<file path="src/rtl/fetch_pkg.sv">
// Shared types and defaults for the instruction fetch controller.
package fetch_pkg;
    localparam int unsigned AW_DEFAULT       = 10;
    localparam int unsigned DW_DEFAULT       = 16;
    localparam logic [15:0] RESET_PC_DEFAULT = 16'h0000;
    localparam logic [3:0]  HALT_OPCODE      = 4'hF;

    typedef enum logic [1:0] {
        ST_IDLE  = 2'd0,
        ST_FETCH = 2'd1,
        ST_HALT  = 2'd2
    } fetch_state_e;

    function automatic logic is_halt_op(input logic [3:0] opcode);
        return opcode == HALT_OPCODE;
    endfunction
endpackage

</file>
<file path="src/rtl/sum16bit.sv">
// Plain 16-bit modulo adder, used as the fetch PC incrementer.
module sum16bit (
    input  logic [15:0] a_i,
    input  logic [15:0] b_i,
    output logic [15:0] sum_o
);
    assign sum_o = a_i + b_i;
endmodule

</file>
<file path="src/rtl/fetch_ctrl.sv">
// Instruction fetch controller: PC sequencing, one-entry skid for decode
// back-pressure, redirect squashing and a shared program-loader write port.
//
//   state    | meaning
//   ST_IDLE  | fetch disabled, in-flight read may still drain
//   ST_FETCH | issuing one read per cycle while allowed
//   ST_HALT  | halt opcode reached; waits for redirect with en
module fetch_ctrl
    import fetch_pkg::*;
#(
    parameter int unsigned AW       = AW_DEFAULT,
    parameter int unsigned DW       = DW_DEFAULT,
    parameter logic [15:0] RESET_PC = RESET_PC_DEFAULT
) (
    input  logic          clk_i,
    input  logic          rst_n_i,
    input  logic          en_i,
    input  logic          stall_i,
    input  logic          redirect_i,
    input  logic [15:0]   redirect_pc_i,
    input  logic          ld_req_i,
    input  logic [AW-1:0] ld_addr_i,
    input  logic [DW-1:0] ld_data_i,
    output logic          ld_gnt_o,
    output logic [AW-1:0] mem_addr_o,
    output logic          mem_we_o,
    output logic [DW-1:0] mem_wdata_o,
    input  logic [DW-1:0] mem_rdata_i,
    output logic [DW-1:0] isr_o,
    output logic          isr_valid_o,
    output logic [15:0]   pc_o,
    output logic          halted_o
);
    fetch_state_e  state_q, state_d;
    logic [15:0]   pc_q, pc_d, pc_inc;
    logic [DW-1:0] isr_q, isr_d;
    logic          isr_valid_q, isr_valid_d;
    logic [DW-1:0] skid_q, skid_d;
    logic          skid_vld_q, skid_vld_d;
    logic          inflight_q, inflight_d;

    logic          load_isr;
    logic [DW-1:0] load_word;
    logic          halt_load;
    logic          issue;

    sum16bit u_pc_inc (
        .a_i   (pc_q),
        .b_i   (16'h0001),
        .sum_o (pc_inc)
    );

    // A word reaches isr from the skid first, otherwise straight from memory.
    always_comb begin
        load_word = skid_vld_q ? skid_q : mem_rdata_i;
        load_isr  = !redirect_i && !stall_i && (skid_vld_q || inflight_q);
        halt_load = load_isr && (state_q == ST_FETCH) && is_halt_op(load_word[DW-1 -: 4]);
        // No read is issued alongside a halt word, so nothing trails it into HALT.
        issue     = (state_q == ST_FETCH) && en_i && !stall_i && !ld_req_i
                    && !redirect_i && !skid_vld_q && !halt_load;
    end

    always_comb begin
        state_d     = state_q;
        pc_d        = pc_q;
        isr_d       = isr_q;
        isr_valid_d = isr_valid_q;
        skid_d      = skid_q;
        skid_vld_d  = skid_vld_q;
        inflight_d  = issue;

        if (redirect_i) begin
            pc_d        = redirect_pc_i;
            isr_valid_d = 1'b0;
            skid_vld_d  = 1'b0;
        end else begin
            if (issue) begin
                pc_d = pc_inc;
            end
            if (!stall_i) begin
                isr_valid_d = load_isr;
                skid_vld_d  = 1'b0;
                if (load_isr) begin
                    isr_d = load_word;
                end
            end else if (inflight_q) begin
                skid_d     = mem_rdata_i;
                skid_vld_d = 1'b1;
            end
        end

        case (state_q)
            ST_IDLE:  if (en_i) state_d = ST_FETCH;
            ST_FETCH: begin
                if (halt_load)  state_d = ST_HALT;
                else if (!en_i) state_d = ST_IDLE;
            end
            ST_HALT:  if (redirect_i && en_i) state_d = ST_FETCH;
            default:  state_d = ST_IDLE;
        endcase
    end

    always_ff @(posedge clk_i or negedge rst_n_i) begin
        if (!rst_n_i) begin
            state_q     <= ST_IDLE;
            pc_q        <= RESET_PC;
            isr_q       <= '0;
            isr_valid_q <= 1'b0;
            skid_q      <= '0;
            skid_vld_q  <= 1'b0;
            inflight_q  <= 1'b0;
        end else begin
            state_q     <= state_d;
            pc_q        <= pc_d;
            isr_q       <= isr_d;
            isr_valid_q <= isr_valid_d;
            skid_q      <= skid_d;
            skid_vld_q  <= skid_vld_d;
            inflight_q  <= inflight_d;
        end
    end

    // The loader owns the memory port whenever it asks; writes are blocked in reset.
    assign ld_gnt_o    = ld_req_i && rst_n_i;
    assign mem_we_o    = ld_gnt_o;
    assign mem_addr_o  = ld_req_i ? ld_addr_i : pc_q[AW-1:0];
    assign mem_wdata_o = mem_we_o ? ld_data_i : '0;

    assign isr_o       = isr_q;
    assign isr_valid_o = isr_valid_q;
    assign pc_o        = pc_q;
    assign halted_o    = (state_q == ST_HALT);
endmodule

</file>
<file path="config.mk">
export PLATFORM = sky130hd
export DESIGN_NAME = fetch_ctrl
export DESIGN_NICKNAME = d
export VERILOG_FILES = /design/src/rtl/fetch_pkg.sv /design/src/rtl/sum16bit.sv /design/src/rtl/fetch_ctrl.sv
export SDC_FILE = /design/constraint.sdc
export NUM_CORES = 1
export LEC_CHECK = 0
export ABC_AREA = 1
export CAP_MARGIN = 25
export CORE_UTILIZATION = 43
export DETAILED_ROUTE_END_ITERATION = 10
export GPL_TIMING_DRIVEN = 0
export PLACE_DENSITY = 0.88
export SLEW_MARGIN = 15
export SYNTH_ARGS = -nofsm -noshare
export SYNTH_HDL_FRONTEND = slang
export SYNTH_SLANG_ARGS = --single-unit
</file>
<file path="constraint.sdc">
create_clock -name clk_i -period 2.1 [get_ports clk_i]
set_clock_uncertainty 0.1 [all_clocks]
set_input_delay 0.42 -clock clk_i [delete_from_list [all_inputs] [get_ports clk_i]]
set_output_delay 0.42 -clock clk_i [all_outputs]
set_load 0.02 [all_outputs]
</file>
# == Word level (Yosys, flattened, before mapping) ==
# Cells that the tools add are included.
# totals
regBits,53
latch_bits,0
mem_count,0
out_inout_bits,62
mem_bits_rw,0
mem_bits_ro,0
elab_cells,56
# classes
eq_ne,8
bitwise,2
addsub,1
div_mod_pow,0
n_lt_le_gt_ge,0
n_reduce_logical,23
shift,0
mul,0
muxes,15
# ops
operator,n
$mux W16,4
$add A16 B1 Y16 const B,1
$logic_and A1 B1 Y1,12
$mux W10,1
$reduce_and A3 Y1,3
$mux W2,4
$pmux W2 S3,1
$logic_not A1 Y1,5
$mux W1,5
$eq A4 B4 Y1 const B,1
$ne A2 B1 Y1 const B,2
$ne A3 B1 Y1 const B,1
$ne A3 B3 Y1 const B,1
$eq A2 B1 Y1 const B,1
$eq A2 B2 Y1 const B,1
$logic_not A2 Y1,1
$ne A2 B2 Y1 const B,1
$not A1 Y1,2
$reduce_bool A2 Y1,1
$logic_or A1 B1 Y1,1

# == Logic depth before layout (Yosys ltp) ==
# Gate-level depths: netlist of the first run.
# logic_depth
word_depth,9
depth_mapped,10
depth_no_buf,10

# == Cells and area by module ==
# Synthesis of the first run repeated with hierarchy kept, for this count alone.
# hier_totals
cells_unflattened,530
hier_area_um2,3638.5
# modules_own_cells
module,area_per_inst_um2,seq_area_each_um2,cells_per_inst,instances
fetch_ctrl,2700.1,1326.3,351,1
sum16bit,938.4,0.0,179,1

# == Worst setup path before layout of the first run ==
# No wires, ideal clock.
# synth_timing
kind,input-to-output
from,input ld_req_i
to,output mem_we_o
stages,5
required_ps,1580
slack_ps,175
arrival_time_ps,1405
path_buffers,3
path_cell_list,clkbuf_1 > nand2_1 > clkbuf_1 > inv_1 > buf_4
# synth_between
elab_chain_len,1
# synth_rtl
element,line_no,rtl
"start, declared",fetch_ctrl.sv:21,"input logic ld_req_i,"
$logic_and A1 B1 Y1,fetch_ctrl.sv:124,assign ld_gnt_o = ld_req_i && rst_n_i;
"end, declared",fetch_ctrl.sv:26,"output logic mem_we_o,"
# Every way passes these cells.

# == Worst setup path after layout of the first run ==
# Ends and elaborated chain as after synthesis.

==> flow_summary.toml, run 1 <==
[clock_network]
htree_levels = 2
path_clk_slew_ps = 110
clock_path_buffers = 2
cts_tree = "yes"
insertion_delay_ps = 320
postCtsSetupBuffers = 0
cts_buffers = 5
cts_sinks = 53
clock-root-buffer = "clkbuf_8"

[logic_synthesis]
syn_inst = 399
yosysTopAreaCellShare_pct = 43.55
syn_avg_cell_area_um2 = 7.633
ys_types = 30
synthMuxAreaShare_pct = 5.177
yosys-top-cells-area = "dfrtp_1 44%, nand2_1 17%, nor2_1 5.5%"
synth-simple-area-share_pct = 35.41
synth_xor_xnor_area_share_pct = 2.013
ys_seq_area_share_pct = 43.55
synth_compound_area_share_pct = 5.588
synthesis.nets = 464
synth_area_leader_cell = "dfrtp_1"
synth_fa_ha_area_share_pct = 0.4108
syn_area_um2 = 3045
ys_ff_latch = 53
synth_top_family_by_area = "simple AND/OR/NAND/NOR gates"
yosysWarnings = 0

[sta]
hold_viol_final = 0
rsz0062_at_grt = "no"
setup_viol = 0
post-route-period-util_pct = 95.11
worst_slack_ps = 102.6
slew_headroom_pct = 67.43
whs_ps = 387.1
tightest_slew_ps = 488.6
fmax_ghz = 0.5007
min_period_ps = 1997
slew_violations = 0

[pwr]
peakVddDrop_v = 0.0004069
p_total_mw = 3.128
p_leak_nw = 2.311
powerDensity_nw_per_um2 = 684.6

[drt]
drt_iter0_drc = 130
routed_wirelength_um = 9015
vias = 3232
ant_nets = 0
wire_per_inst_um = 14.31
drc_errors = 0
via_per_inst = 5.130
drt_pre_antenna_iters = 5

[run]
max_cap_violations = 0

[setup_path]
max_stage_delay_ps = 310
end_kind = "output pin"
cp.required_ps = 1580
startpoint_type = "primary input"
path_class = "primary input to output pin"
worstPathArrival_ps = 1480
path_cells = "clkbuf_2 -> nand2_2 -> buf_2 -> inv_1 -> buf_4 -> dlygate4sd2_1"
cp_max_fo = 10
critPathSlowestCell = "dlygate4sd2_1"

[cells_and_area]
stdcell_area_um2 = 4569
nets = 598
antenna_cells = 0
area_growth_syn_to_layout_pct = 50.04
drive_gt1_share_pct = 12.17

[status]
status = "finished, final reports clean"

[place]
gp_congestion = 0.8674
place_worst_setup_slack_ps = -966.8
io_buffers = 124
hpwl_um = 6953
place_area_um2 = 4429

[die]
chipWidth_um = 86.16
die_area_um2 = 7423
pin_count = 126
num_rows = 30
die_h_um = 86.16
start_util_pct = 44.58
coreArea_um2 = 6832

[global_routing]
grt_usage_pct = 25.11
antenna_found_initial = 0
grt_pass1_wl_um = 14520
first_global_vias = 3096
grt_overflow = 0
grt_max_degree = 31

[hold_path]
hold_path.class = "flip-flop to flip-flop"
cell families after synthesis:
family                   after synthesis
AO/OA/AOI/OAI                         29
XOR/XNOR                               7
adder cells (fa/ha/maj)                1
buffers and inverters                 55
flip-flops                            53
multiplexers                          14
AND/OR/NAND/NOR                      240
power by group:
| group | internal [mW] | switching (mW) | total (mW) | leakage (nW) |
|---|---|---|---|---|
| Combinational | 0.522 | 0.525 | 1.05 | 1.58 |
| Sequential | 1.19 | 0.146 | 1.34 | 0.668 |
| Clock | 0.366 | 0.375 | 0.741 | 0.0603 |
| Total | 2.08 | 1.05 | 3.13 | 2.31 |
flip-flops by register name, summed over array words and instances, names as in the netlist:
name         flops
isr_o           16
pc_o            16
skid_q          16
state_q          2
inflight_q       1
isr_valid_o      1
skid_vld_q       1
final timing paths:
kind	startpoint	end	slack, ps	cells after the start
worst max-delay path	ld_req_i	mem_we_o	100	6
worst min-delay path	isr_o[12]	isr_o[12]	390	1
worst max register to register	pc_o[1]	pc_o[12]	240	8
worst min register to register	isr_o[12]	isr_o[12]	390	1
max in group asynchronous	rst_n_i	state_q[1]	1060	3
min in group asynchronous	rst_n_i	pc_o[7]	650	3
cell usage in the layout, fill, tap and decap left out, drive strengths merged:
cell / Yosys / routed
dfrtp: 53 / 53
dlygate4sd3: 0 / 1
clkdlybuf4s50: 0 / 94
nand2: 141 / 141
dlymetal6s2s: 0 / 1
nand4: 6 / 6
nor3: 1 / 1
xnor2: 2 / 2
clkbuf: 8 / 12
a31oi: 14 / 14
inv: 39 / 40
a21o: 1 / 1
nand3: 41 / 41
dlygate4sd2: 0 / 28
o22ai: 1 / 1
and2: 1 / 1
mux2: 14 / 14
ha: 1 / 1
clkinv: 0 / 1
bufinv: 0 / 1
buf: 8 / 12
o21ai: 13 / 13
nor2: 50 / 50
xor2: 5 / 5
synthesized netlist by cell type (all sizes together):
cell type  instances
o22ai              1
nor2              50
nand4              6
buf                8
inv               39
a31oi             14
and2               1
xor2               5
nand3             41
nor3               1
nand2            141
a21o               1
ha                 1
mux2              14
o21ai             13
dfrtp             53
xnor2              2
clkbuf             8
area by class of cell:
| cell class | count | area (um2) |
|---|---|---|
| Inverter | 39 | 146.4 |
| Clock inverter | 3 | 50.05 |
| Multi-Input combinational cell | 291 | 1483 |
| Sequential cell | 53 | 1329 |
| Clock buffer | 5 | 68.82 |
| Buffer | 16 | 96.34 |
| Timing Repair Buffer | 127 | 1276 |
| Fill cell | 566 | 2262 |
| Tap cell | 96 | 120.1 |
per-layer routing:
layer / routed length [um] / up-vias / global-route usage [%]
li1: - / 1540 / -
met1: 3559 / 1523 / 29.34
met2: 4589 / 137 / 45.24
met3: 565 / 32 / 3.946
met4: 299 / 0 / 11.21
met5: 0 / - / 0
worst max-delay path, delay by kind of cell:
kind	cells	cell delay, ps
buffers and inverters	5	880
and+or+nand+nor	1	160
per-stage QoR:
stage | TNS [ps] | util [%] | std cells
detailed placement | -19150 | 64.84 | 620
floorplan | 0 | - | 399
CTS | 0 | 66.85 | 630
global placement | -107850 | 64.51 | 619
global route | 0 | 66.89 | 630
finish | 0 | 66.89 | 630
repair_timing:
action | 4_1_cts | 5_1_grt
hold endpoints to repair | 30 | 0
hold buffers | 2 | 0
resized for setup | 38 | 2
endpoints found under the setup margin | 28 | 2
Power figures use the tool's default switching activity.
==> inputs of run 2 (changes only) <==
--- a/config.mk
+++ b/config.mk
@@ -8,6 +8,7 @@
 export ABC_AREA = 1
 export CAP_MARGIN = 25
 export CORE_UTILIZATION = 43
+export CTS_CLUSTER_DIAMETER = 60
 export DETAILED_ROUTE_END_ITERATION = 10
 export GPL_TIMING_DRIVEN = 0
 export PLACE_DENSITY = 0.88
==> results of run 2 <==
No change in the layout: final DEF, timing and power equal those of run 1.
